`src/rtl/qpd_capture_pkg.sv`:
```
// Shared types and constants for the burst capture block.
package qpd_capture_pkg;

    localparam int TS_W  = 32;
    localparam int LEN_W = 8;

    typedef enum logic [1:0] {
        ST_IDLE    = 2'd0,
        ST_CAPTURE = 2'd1,
        ST_DRAIN   = 2'd2
    } qpd_state_e;

    // True when the sample now being counted is the final one of the burst.
    function automatic logic is_last_sample(input logic [LEN_W-1:0] cnt,
                                            input logic [LEN_W-1:0] len);
        return ({1'b0, cnt} + {{LEN_W{1'b0}}, 1'b1}) == {1'b0, len};
    endfunction

endpackage

```
`src/rtl/qpd_burst_capture_if.sv`:
```
// Readout stream between the capture FIFO and the host path.
// Handshake: the master holds out_data stable while out_valid is high;
// a sample moves on every sclock edge where out_valid && out_ready,
// and the slave may drive out_ready independently of out_valid.
interface qpd_burst_capture_if #(
    parameter int DATA_W = 16
);
    logic [DATA_W-1:0] out_data;
    logic              out_valid;
    logic              out_ready;

    modport master (output out_data, output out_valid, input out_ready);
    modport slave  (input out_data, input out_valid, output out_ready);
endinterface

```
`src/rtl/qpd_capture_fifo.sv`:
```
// Synchronous FIFO with wrap-bit pointers; the head sample is read
// straight from the storage registers so a write lands on rd_data
// one cycle later. Writes to a full FIFO are ignored.
module qpd_capture_fifo #(
    parameter int DATA_W = 16,
    parameter int DEPTH  = 16,
    parameter int AW     = $clog2(DEPTH)
) (
    input  logic              sclock,
    input  logic              rst_n,
    input  logic              wr_en,
    input  logic [DATA_W-1:0] wr_data,
    input  logic              rd_en,
    output logic [DATA_W-1:0] rd_data,
    output logic              full,
    output logic              empty,
    output logic [AW:0]       count
);
    logic [AW:0]       wr_ptr;
    logic [AW:0]       rd_ptr;
    logic [DATA_W-1:0] mem [DEPTH];

    assign full    = (wr_ptr[AW] != rd_ptr[AW]) && (wr_ptr[AW-1:0] == rd_ptr[AW-1:0]);
    assign empty   = (wr_ptr == rd_ptr);
    assign count   = wr_ptr - rd_ptr;
    assign rd_data = mem[rd_ptr[AW-1:0]];

    // Storage and pointer update; full is judged before any same-cycle read.
    always_ff @(posedge sclock or negedge rst_n) begin
        if (!rst_n) begin
            wr_ptr <= '0;
            rd_ptr <= '0;
            for (int i = 0; i < DEPTH; i++) mem[i] <= '0;
        end else begin
            if (wr_en && !full) begin
                mem[wr_ptr[AW-1:0]] <= wr_data;
                wr_ptr              <= wr_ptr + 1'b1;
            end
            if (rd_en && !empty) rd_ptr <= rd_ptr + 1'b1;
        end
    end
endmodule

```
`src/rtl/qpd_burst_capture.sv`:
```
// Captures a burst of ADC samples after a trigger pulse and streams them
// out. Optional trigger timestamp enabled by QPD_CAPTURE_TIMESTAMP_EN.
module qpd_burst_capture
    import qpd_capture_pkg::*;
#(
    parameter int DATA_W = 16,
    parameter int DEPTH  = 16
) (
    input  logic                sclock,
    input  logic                rst_n,
    input  logic                trigger,
    input  logic [LEN_W-1:0]    burst_len,
    input  logic [DATA_W-1:0]   adc_data,
    input  logic                adc_valid,
    qpd_burst_capture_if.master out_if,
    output logic                busy,
    output logic                overflow,
    output logic                done,
    output logic [TS_W-1:0]     trig_time,
    output qpd_state_e          state_dbg
);
    localparam int AW = $clog2(DEPTH);

    qpd_state_e       state_q, state_d;
    logic [LEN_W-1:0] len_q, cnt_q;
    logic             overflow_q, done_q;
    logic             accept_trig, fifo_wr, drop, cnt_inc, done_set;
    logic             fifo_full, fifo_empty, rd_en, drain_exit;
    logic [AW:0]      fifo_count;

    qpd_capture_fifo #(.DATA_W(DATA_W), .DEPTH(DEPTH)) u_fifo (
        .sclock  (sclock),
        .rst_n   (rst_n),
        .wr_en   (fifo_wr),
        .wr_data (adc_data),
        .rd_en   (rd_en),
        .rd_data (out_if.out_data),
        .full    (fifo_full),
        .empty   (fifo_empty),
        .count   (fifo_count)
    );

    assign out_if.out_valid = !fifo_empty;
    assign rd_en            = out_if.out_valid && out_if.out_ready;
    // DRAIN finishes on the edge that moves the last sample out.
    assign drain_exit       = fifo_empty || (rd_en && fifo_count == (AW+1)'(1));
    assign overflow         = overflow_q;
    assign done             = done_q;
    assign state_dbg        = state_q;

    // State register.
    always_ff @(posedge sclock or negedge rst_n) begin
        if (!rst_n) state_q <= ST_IDLE;
        else        state_q <= state_d;
    end

    // Next-state logic.
    always_comb begin
        state_d = state_q;
        case (state_q)
            ST_IDLE:    if (trigger && burst_len != '0)                 state_d = ST_CAPTURE;
            ST_CAPTURE: if (adc_valid && is_last_sample(cnt_q, len_q))  state_d = ST_DRAIN;
            ST_DRAIN:   if (drain_exit)                                 state_d = ST_IDLE;
            default:                                                    state_d = ST_IDLE;
        endcase
    end

    // State-decoded controls; triggers outside IDLE are simply not accepted.
    always_comb begin
        busy        = (state_q != ST_IDLE);
        accept_trig = (state_q == ST_IDLE) && trigger;
        cnt_inc     = (state_q == ST_CAPTURE) && adc_valid;
        fifo_wr     = cnt_inc && !fifo_full;
        drop        = cnt_inc && fifo_full;
        done_set    = (accept_trig && burst_len == '0) ||
                      ((state_q == ST_DRAIN) && drain_exit);
    end

    // Burst length, sample counter, sticky overflow and done pulse.
    // Dropped samples still count so the burst length stays time-aligned.
    always_ff @(posedge sclock or negedge rst_n) begin
        if (!rst_n) begin
            len_q      <= '0;
            cnt_q      <= '0;
            overflow_q <= 1'b0;
            done_q     <= 1'b0;
        end else begin
            done_q <= done_set;
            if (accept_trig) begin
                len_q      <= burst_len;
                cnt_q      <= '0;
                overflow_q <= 1'b0;
            end else begin
                if (cnt_inc) cnt_q      <= cnt_q + 1'b1;
                if (drop)    overflow_q <= 1'b1;
            end
        end
    end

`ifdef QPD_CAPTURE_TIMESTAMP_EN
    logic [TS_W-1:0] ts_q, trig_time_q;

    // Free-running timestamp; its value is latched on each accepted trigger.
    always_ff @(posedge sclock or negedge rst_n) begin
        if (!rst_n) begin
            ts_q        <= '0;
            trig_time_q <= '0;
        end else begin
            ts_q <= ts_q + 1'b1;
            if (accept_trig) trig_time_q <= ts_q;
        end
    end

    assign trig_time = trig_time_q;
`else
    assign trig_time = '0;
`endif

endmodule

```
`src/flat_wrapper.sv`:
```
// flat-port wrapper written by rule: the top's interface ports become plain ports
module qpd_burst_capture_flat import qpd_capture_pkg::*;
#(
    parameter int DATA_W = 16,
    parameter int DEPTH  = 16
)
  (sclock, rst_n, trigger, burst_len, adc_data, adc_valid, busy, overflow, done, trig_time, state_dbg, out_if_out_data, out_if_out_valid, out_if_out_ready);
  qpd_burst_capture_if #(.DATA_W(DATA_W)) out_if_i ();
  input  logic sclock;
  input  logic rst_n;
  input  logic trigger;
  input  logic [LEN_W-1:0] burst_len;
  input  logic [DATA_W-1:0] adc_data;
  input  logic adc_valid;
  output logic busy;
  output logic overflow;
  output logic done;
  output logic [TS_W-1:0] trig_time;
  output qpd_state_e state_dbg;
  output wire logic [$bits(out_if_i.out_data)-1:0] out_if_out_data;
  output wire logic [$bits(out_if_i.out_valid)-1:0] out_if_out_valid;
  input wire logic [$bits(out_if_i.out_ready)-1:0] out_if_out_ready;
  assign out_if_out_data = out_if_i.out_data;
  assign out_if_out_valid = out_if_i.out_valid;
  assign out_if_i.out_ready = out_if_out_ready;
  qpd_burst_capture #(.DATA_W(DATA_W), .DEPTH(DEPTH)) u_core (.sclock(sclock), .rst_n(rst_n), .trigger(trigger), .burst_len(burst_len), .adc_data(adc_data), .adc_valid(adc_valid), .out_if(out_if_i), .busy(busy), .overflow(overflow), .done(done), .trig_time(trig_time), .state_dbg(state_dbg));
endmodule
```
`config.mk`:
```
export PLATFORM = sky130hd
export DESIGN_NAME = qpd_burst_capture_flat
export DESIGN_NICKNAME = d
export VERILOG_FILES = /design/src/rtl/qpd_capture_pkg.sv /design/src/rtl/qpd_burst_capture_if.sv /design/src/rtl/qpd_capture_fifo.sv /design/src/rtl/qpd_burst_capture.sv /design/src/flat_wrapper.sv
export SDC_FILE = /design/constraint.sdc
export NUM_CORES = 1
export LEC_CHECK = 0
export ABC_AREA = 1
export CAP_MARGIN = 20
export CELL_PAD_IN_SITES_DETAIL_PLACEMENT = 0
export CELL_PAD_IN_SITES_GLOBAL_PLACEMENT = 1
export CORE_UTILIZATION = 40
export CTS_CLUSTER_SIZE = 40
export DETAILED_ROUTE_END_ITERATION = 8
export PLACE_DENSITY = 0.79
export SLEW_MARGIN = 10
export SYNTH_ARGS = -nofsm -noshare
export SYNTH_HDL_FRONTEND = slang
export SYNTH_HIERARCHICAL = 1
export SYNTH_SLANG_ARGS = --single-unit
```
`constraint.sdc`:
```
create_clock -name sclock -period 6.75 [get_ports sclock]
set_input_delay 1.35 -clock sclock [delete_from_list [all_inputs] [get_ports sclock]]
set_output_delay 1.35 -clock sclock [all_outputs]
set_load 0.02 [all_outputs]
```
-- Word-level counts from Yosys, hierarchy flattened
Index checks and enable logic that the tools add are counted.
W data, S select, Z words.
- output and inout bits: 54
- input port bits: 29
- bits in writable memories: 0
- memories: 0
- memory bits (read-only): 0
- flip-flop bits (word level): 286
- latch bits: 0
- reductions and logical operators: 25
- shift-type cells: 0
- eq/ne operators: 10
- div/mod/pow operators: 0
- $mul: 0
- $add $sub $neg: 5
- bitwise gates (word level): 2
- muxes and demuxes: 14
- magnitude comparators: 3
- operator list (kind ; count):
    $bwmux W256 ; 1
    $bmux W16 S4 ; 1
    $demux W16 S4 ; 1
    $mux W16 ; 3
    $mux W8 ; 2
    $logic_and A1 B1 Y1 ; 14
    $add A5 B1 Y5 const B ; 2
    $ge A5 B5 Y1 const B ; 2
    $not A4 Y5 ; 2
    $add A8 B1 Y9 const B ; 1
    $eq A9 B8 Y1 ; 1
    $add A8 B1 Y8 const B ; 1
    $logic_not A8 Y1 ; 1
    $reduce_bool A8 Y1 ; 1
    $mux W2 ; 3
    $ne A2 B1 Y1 const B ; 3
    $pmux W2 S3 ; 1
    $reduce_bool A2 Y1 ; 3
    $eq A5 B1 Y1 const B ; 1
    $eq A5 B5 Y1 ; 1
    $lt A5 B1 Y1 const B ; 1
    $sub A5 B5 Y5 ; 1
    $eq A4 B4 Y1 ; 1
    $reduce_and A3 Y1 ; 1
    other kinds (7) ; 10

-- Longest topological paths before layout
- depth after elaboration: 7
- mapped depth: 17

-- Cells and area by module
Netlist, hierarchy kept.
- by module, submodules not included (module ; times used ; seq. area each (µm²) ; cells an instance ; area each (µm²)):
    qpd_capture_fifo ; 1 ; 6656.4 ; 2106 ; 14888.0
    qpd_burst_capture ; 1 ; 500.5 ; 200 ; 1423.9

-- Worst setup path before layout
No wires, ideal clock.
- path kind: reg-to-reg
- from: reg u_core.u_fifo.rd_ptr[3]
- to: reg u_core/u_fifo/mem[229] (netlist name)
- stages on the path, launching flop included: 18
- library setup time: 0.067 ns
- clock period less this slack: 3.160 ns
- slack: 3.590 ns
- arrival time: 3.093 ns
- cell sequence: dfrtp_1 > inv_1 > clkbuf_1 > clkbuf_1 > ha_1 > nand2_1 > nor2_1 > nand2_2 > buf_6 > buf_6 > buf_2 > inv_1 > nor2_1 > buf_2 > buf_2 > buf_1 > nand4_1 > nand2_1
- word-level cells in the longest chain between the ends: 5
- RTL lines (element ; line ; RTL):
    start, declared ; qpd_capture_fifo.sv:20 ; logic [AW:0] rd_ptr;
    start signal, assigned ; qpd_capture_fifo.sv:39 ; if (rd_en && !empty) rd_ptr <= rd_ptr + 1'b1;
    $eq A4 B4 Y1 ; qpd_capture_fifo.sv:23 ; assign full = (wr_ptr[AW] != rd_ptr[AW]) && (wr_ptr[AW-1:0] == rd_ptr[AW-1:0]);
    $logic_and A1 B1 Y1 ; qpd_capture_fifo.sv:23 ;
    via u_core.fifo_full ; qpd_burst_capture.sv:28 ; logic fifo_full, fifo_empty, rd_en, drain_exit;
    $logic_not A1 Y1 ; qpd_burst_capture.sv:73 ; fifo_wr = cnt_inc && !fifo_full;
    $logic_and A1 B1 Y1 ; qpd_burst_capture.sv:73 ;
    via u_core.fifo_wr ; qpd_burst_capture.sv:27 ; logic accept_trig, fifo_wr, drop, cnt_inc, done_set;
    $logic_and A1 B1 Y1 ; qpd_capture_fifo.sv:35 ; if (wr_en && !full) begin
    end signal, assigned by index ; qpd_capture_fifo.sv:36 ; mem[wr_ptr[AW-1:0]] <= wr_data;
    end, declared ; qpd_capture_fifo.sv:21 ; logic [DATA_W-1:0] mem [DEPTH];
The timed path passes the listed nets, and every way through them passes these cells.
A chain may end at the register's enable or synchronous reset.

-- Worst setup path after layout
- from: reg u_core.u_fifo.rd_ptr[2]
- to: out out_if_out_valid
- word-level cells in the longest chain between the ends: 2
- RTL lines (element ; line ; RTL):
    $eq A5 B5 Y1 ; qpd_capture_fifo.sv:24 ; assign empty = (wr_ptr == rd_ptr);
    via u_core.fifo_empty ; qpd_burst_capture.sv:28 ;
    $logic_not A1 Y1 ; qpd_burst_capture.sv:43 ; assign out_if.out_valid = !fifo_empty;
    end, declared ; flat_wrapper.sv:21 ; output wire logic [$bits(out_if_i.out_valid)-1:0] out_if_out_valid;
The timed path passes the listed nets, and every way through them passes these cells.

==> out/results.txt <==
FF-to-FF End = u_core/u_fifo/mem[230]
Final WS setup = 1.45 ns
Pwr/cell area = 505 mW/mm2
Final Net Count = 2278
Number of fill cells = 4157
Hold Crit Start = u_core/u_fifo/mem[39]
Residual DRC = 0
Compound-Gate Fraction of Synth Area = 1.04%
GP Congestion = 0.907
First-pass DRT Iterations = 6
Row count = 73
Crit. End Element = output port
EDFF count, synth = 0
Starting density of the core = 40.8%
Post-DP Area = 0.0168 mm2
Dominant synthesized flop cell = dfrtp_1
Antenna cells = 0
R2R cell count = 11
Seq pwr share = 33.1%
CP Launch Type = flop
Internal power = 4.89 mW
Worst path slowest cell = dfrtp_1
Clock Path Buffers = 3
Critical path class = flop to output port
Final Cycle Share = 78.6%
Register bit count reported by yosys = 286
Worst slew pin tran = 1.19 ns
Cell Count Post-Placement = 2725
Distinct cells, synth = 33
Boundary Pins = 83
CTS tree = built
Simple-gate portion of the synthesized area = 40.4%
Static leakage = 9.55 nW
Die ar. = 0.0416 mm2
FFs w/ async S/R, synth = 100%
Worst path max stage delay = 0.87 ns
Finished Layout Cells = 2789
Worst path bufs/invs = 4
Congestion Overflow GR = 0
Final HPWL from detailed placement = 31.8 mm
Port buffer count = 50
Number of global-route vias before repair = 13800
Hold depth = 2
DR vias = 14900
Top delay family on crit path = buffers and inverters
RSZ-0062 raised after global routing = false
Mean Syn Cell Area = 7.07 um2
Xor and xnor fraction of the mapped netlist area = 0.698%
Area of the multi-input gates = 0.00716 mm2
VDD IR max = 0.220 mV
Register Area = 0.00716 mm2
CP required = 5.40 ns
Initial antenna violation count = 1
Clk slew on worst S/H paths = 0.06 ns
Final Instance Area = 0.0179 mm2
Largest family of logic cells by synthesized area = simple AND/OR/NAND/NOR gates
Largest fanout on the critical path = 22
Fmax = 0.189 GHz
Drt total wl = 52.8 mm
First-pass GRT wire length = 82.5 mm
Routed Antenna Nets = 0
Switching portion of total power = 45.9%
Final setup viols = 0
Sink Count = 286
CTS Buf Count = 36
Adder-Cell Fraction of Synth Area = 0.890%
Vias per cell = 5.35
Area grow syn2layout = 9.77%
HP Class = flop to flop
Synth Cell Area = 0.0163 mm2
Clock Latency Late Sink = 0.55 ns
Combinational cell fraction of total power = 46.2%
Die height = 204 um
Sw Pwr = 4.15 mW
Post-CTS Setup Inserts = 0
DR iter-0 viols = 1820
DP Worst Slack = 2.03 ns
Maxcap violations = 0
Max Slew Vio Count = 0
Routed len/inst = 18.9 um
Largest net degree at the start of global routing = 172
Final Hold Vio Count = 0
Tmin final = 5.30 ns
Sequential share of the synthesized area = 43.9%
Layout Skew = 0.0188 ns
Synth warn = 6
Fraction of layout cells with a size suffix above 1 = 5.21%
R2r startpoint = u_core/u_fifo/rd_ptr[2]
Crit-path cells = clkinv_1 > ha_1 > nand2_1 > nor2_1 > nand2_1 > inv_1 > inv_1 > clkdlybuf4s50_1
Chip width = 204 um
Relative slew slack = 20.4%
Outcome = finished clean
Hold EP = u_core/u_fifo/mem[39]
Sum of negative setup slack = 0 ns
Power, Total = 9.04 mW
Cells after Synth = 2306
Hold_buf cts = 0
GRT Util Overall = 25.7%
Worst R2R Setup Slack = 1.81 ns
Post-cts resize count = 0
Clk network pwr share = 20.7%
Root buf cell = clkbuf_16
H-Tree Depth = 2
Critical Path AT = 3.95 ns
Multiplexer share of the synthesized area = 0%
CORE AREA = 0.0400 mm2
-- synthesized netlist by cell type (2+ instances only) --
library cell	n	area, um2
xnor2_1	4	35.0
buf_1	53	199
clkinv_1	2	7.51
dfrtp_1	286	7160
nand3_2	15	150
nand2_1	963	3610
buf_4	43	323
nor2_2	16	100
a21oi_1	5	25.0
buf_2	63	315
o22ai_1	3	18.8
nand3_1	186	931
clkbuf_1	43	161
nand2_2	4	25.0
inv_1	286	1070
nand4_1	258	1610
buf_6	4	45.0
o21ai_0	20	100
inv_2	2	7.51
nor2_4	3	33.8
nand3b_1	2	15.0
ha_1	10	125
xor2_1	9	78.8
nor2_1	17	63.8
-- state kept, by name (all words and copies together), names as in the netlist --
register / flops
u_core/cnt_q: 8
u_core/u_fifo/wr_ptr: 5
u_core/done: 1
u_core/len_q: 8
u_core/u_fifo/mem: 256
u_core/overflow: 1
u_core/u_fifo/rd_ptr: 5
u_core/state_dbg: 2
-- cell families (layout without fill, tap and decap cells) --
logic type / after synthesis / count (layout)
AND/OR/NAND/NOR: 1468 / 1468
buffers and inverters: 496 / 423
flip-flops: 286 / 286
AO/OA/AOI/OAI: 31 / 31
XOR/XNOR: 13 / 13
adder cells (fa/ha/maj): 11 / 11
other: 1 / 32
-- per-stage QoR --
stage / util (%) / hold WS (ns)
after CTS: 44.8 / 0.471
after floorplan: - / 0.442
final: 44.8 / 0.467
after detailed placement: 42.0 / 0.458
after global routing: 44.8 / 0.482
after global placement: 41.9 / 0.453
-- area by class of cell --
cell class | instances | area share [%]
Sequential cell | 286 | 40.0
Tap cell | 525 | 3.67
Multi-Input combinational cell | 1555 | 40.0
Clock buffer | 57 | 5.93
Inverter | 290 | 6.09
Clock inverter | 7 | 0.335
Timing Repair Buffer | 69 | 3.99
-- cell usage in the layout (no fill, tap or decap), types with 2 or more instances in the layout --
master	n
xnor2_1	4
nand3_2	15
nand4_1	258
inv_1	284
clkinv_1	2
nor2_2	16
ha_1	10
clkinv_2	6
inv_2	3
xor2_1	9
nor2_1	16
buf_12	5
conb_1	32
o21ai_0	20
clkdlybuf4s50_1	49
nand2_1	963
nand3_1	186
nand2_2	3
clkbuf_1	14
nand3b_1	2
buf_4	13
a21oi_1	5
clkbuf_8	6
dfrtp_1	284
nor2_4	4
o22ai_1	3
clkbuf_16	37
-- worst register-to-register path, cell delays in order, from the launching register on --
cell	delay, ns
dfrtp_1	0.87
clkinv_1	0.66
ha_1	0.55
nand2_1	0.10
nor2_1	0.11
nand2_8	0.52
inv_1	0.24
nor2_4	0.47
buf_12	0.43
nand3_2	0.61
nand2_1	0.19
nand2_1	0.07
-- worst max path at each step --
stage / startpoint / depth (start not counted) / end / slack, ns
finish: u_core/u_fifo/rd_ptr[2] / 8 / out_if_out_valid / 1.45
global route: u_core/u_fifo/rd_ptr[2] / 8 / out_if_out_valid / 1.23
CTS: u_core/u_fifo/rd_ptr[2] / 8 / out_if_out_valid / 1.50
floorplan: u_core/u_fifo/rd_ptr[3] / 17 / u_core/u_fifo/mem[229] / 3.59
global placement: u_core/u_fifo/rd_ptr[2] / 11 / u_core/u_fifo/mem[209] / 2.11
detailed placement: u_core/u_fifo/rd_ptr[2] / 11 / u_core/u_fifo/mem[210] / 2.03
-- power groups by stage --
stage          Combinational [mW]  Sequential (mW)  Clock, mW
3_5_place_dp                 4.13             3.01          0
6_report                     4.18             3.00       1.87
5_1_grt                      4.64             3.09       1.98
2_1_floorplan                2.91             2.83          0
3_3_place_gp                 4.09             2.98          0
4_1_cts                      4.14             2.99       1.91
-- routing by layer --
layer | vias up | GRT usage, % | routed length [um]
met5 | - | 0 | 0
li1 | 7090 | - | -
met3 | 78 | 4.70 | 3920
met1 | 7218 | 37.7 | 24100
met4 | 0 | 8.00 | 1340
met2 | 523 | 38.2 | 23400
(Power assumes the default switching activity.)
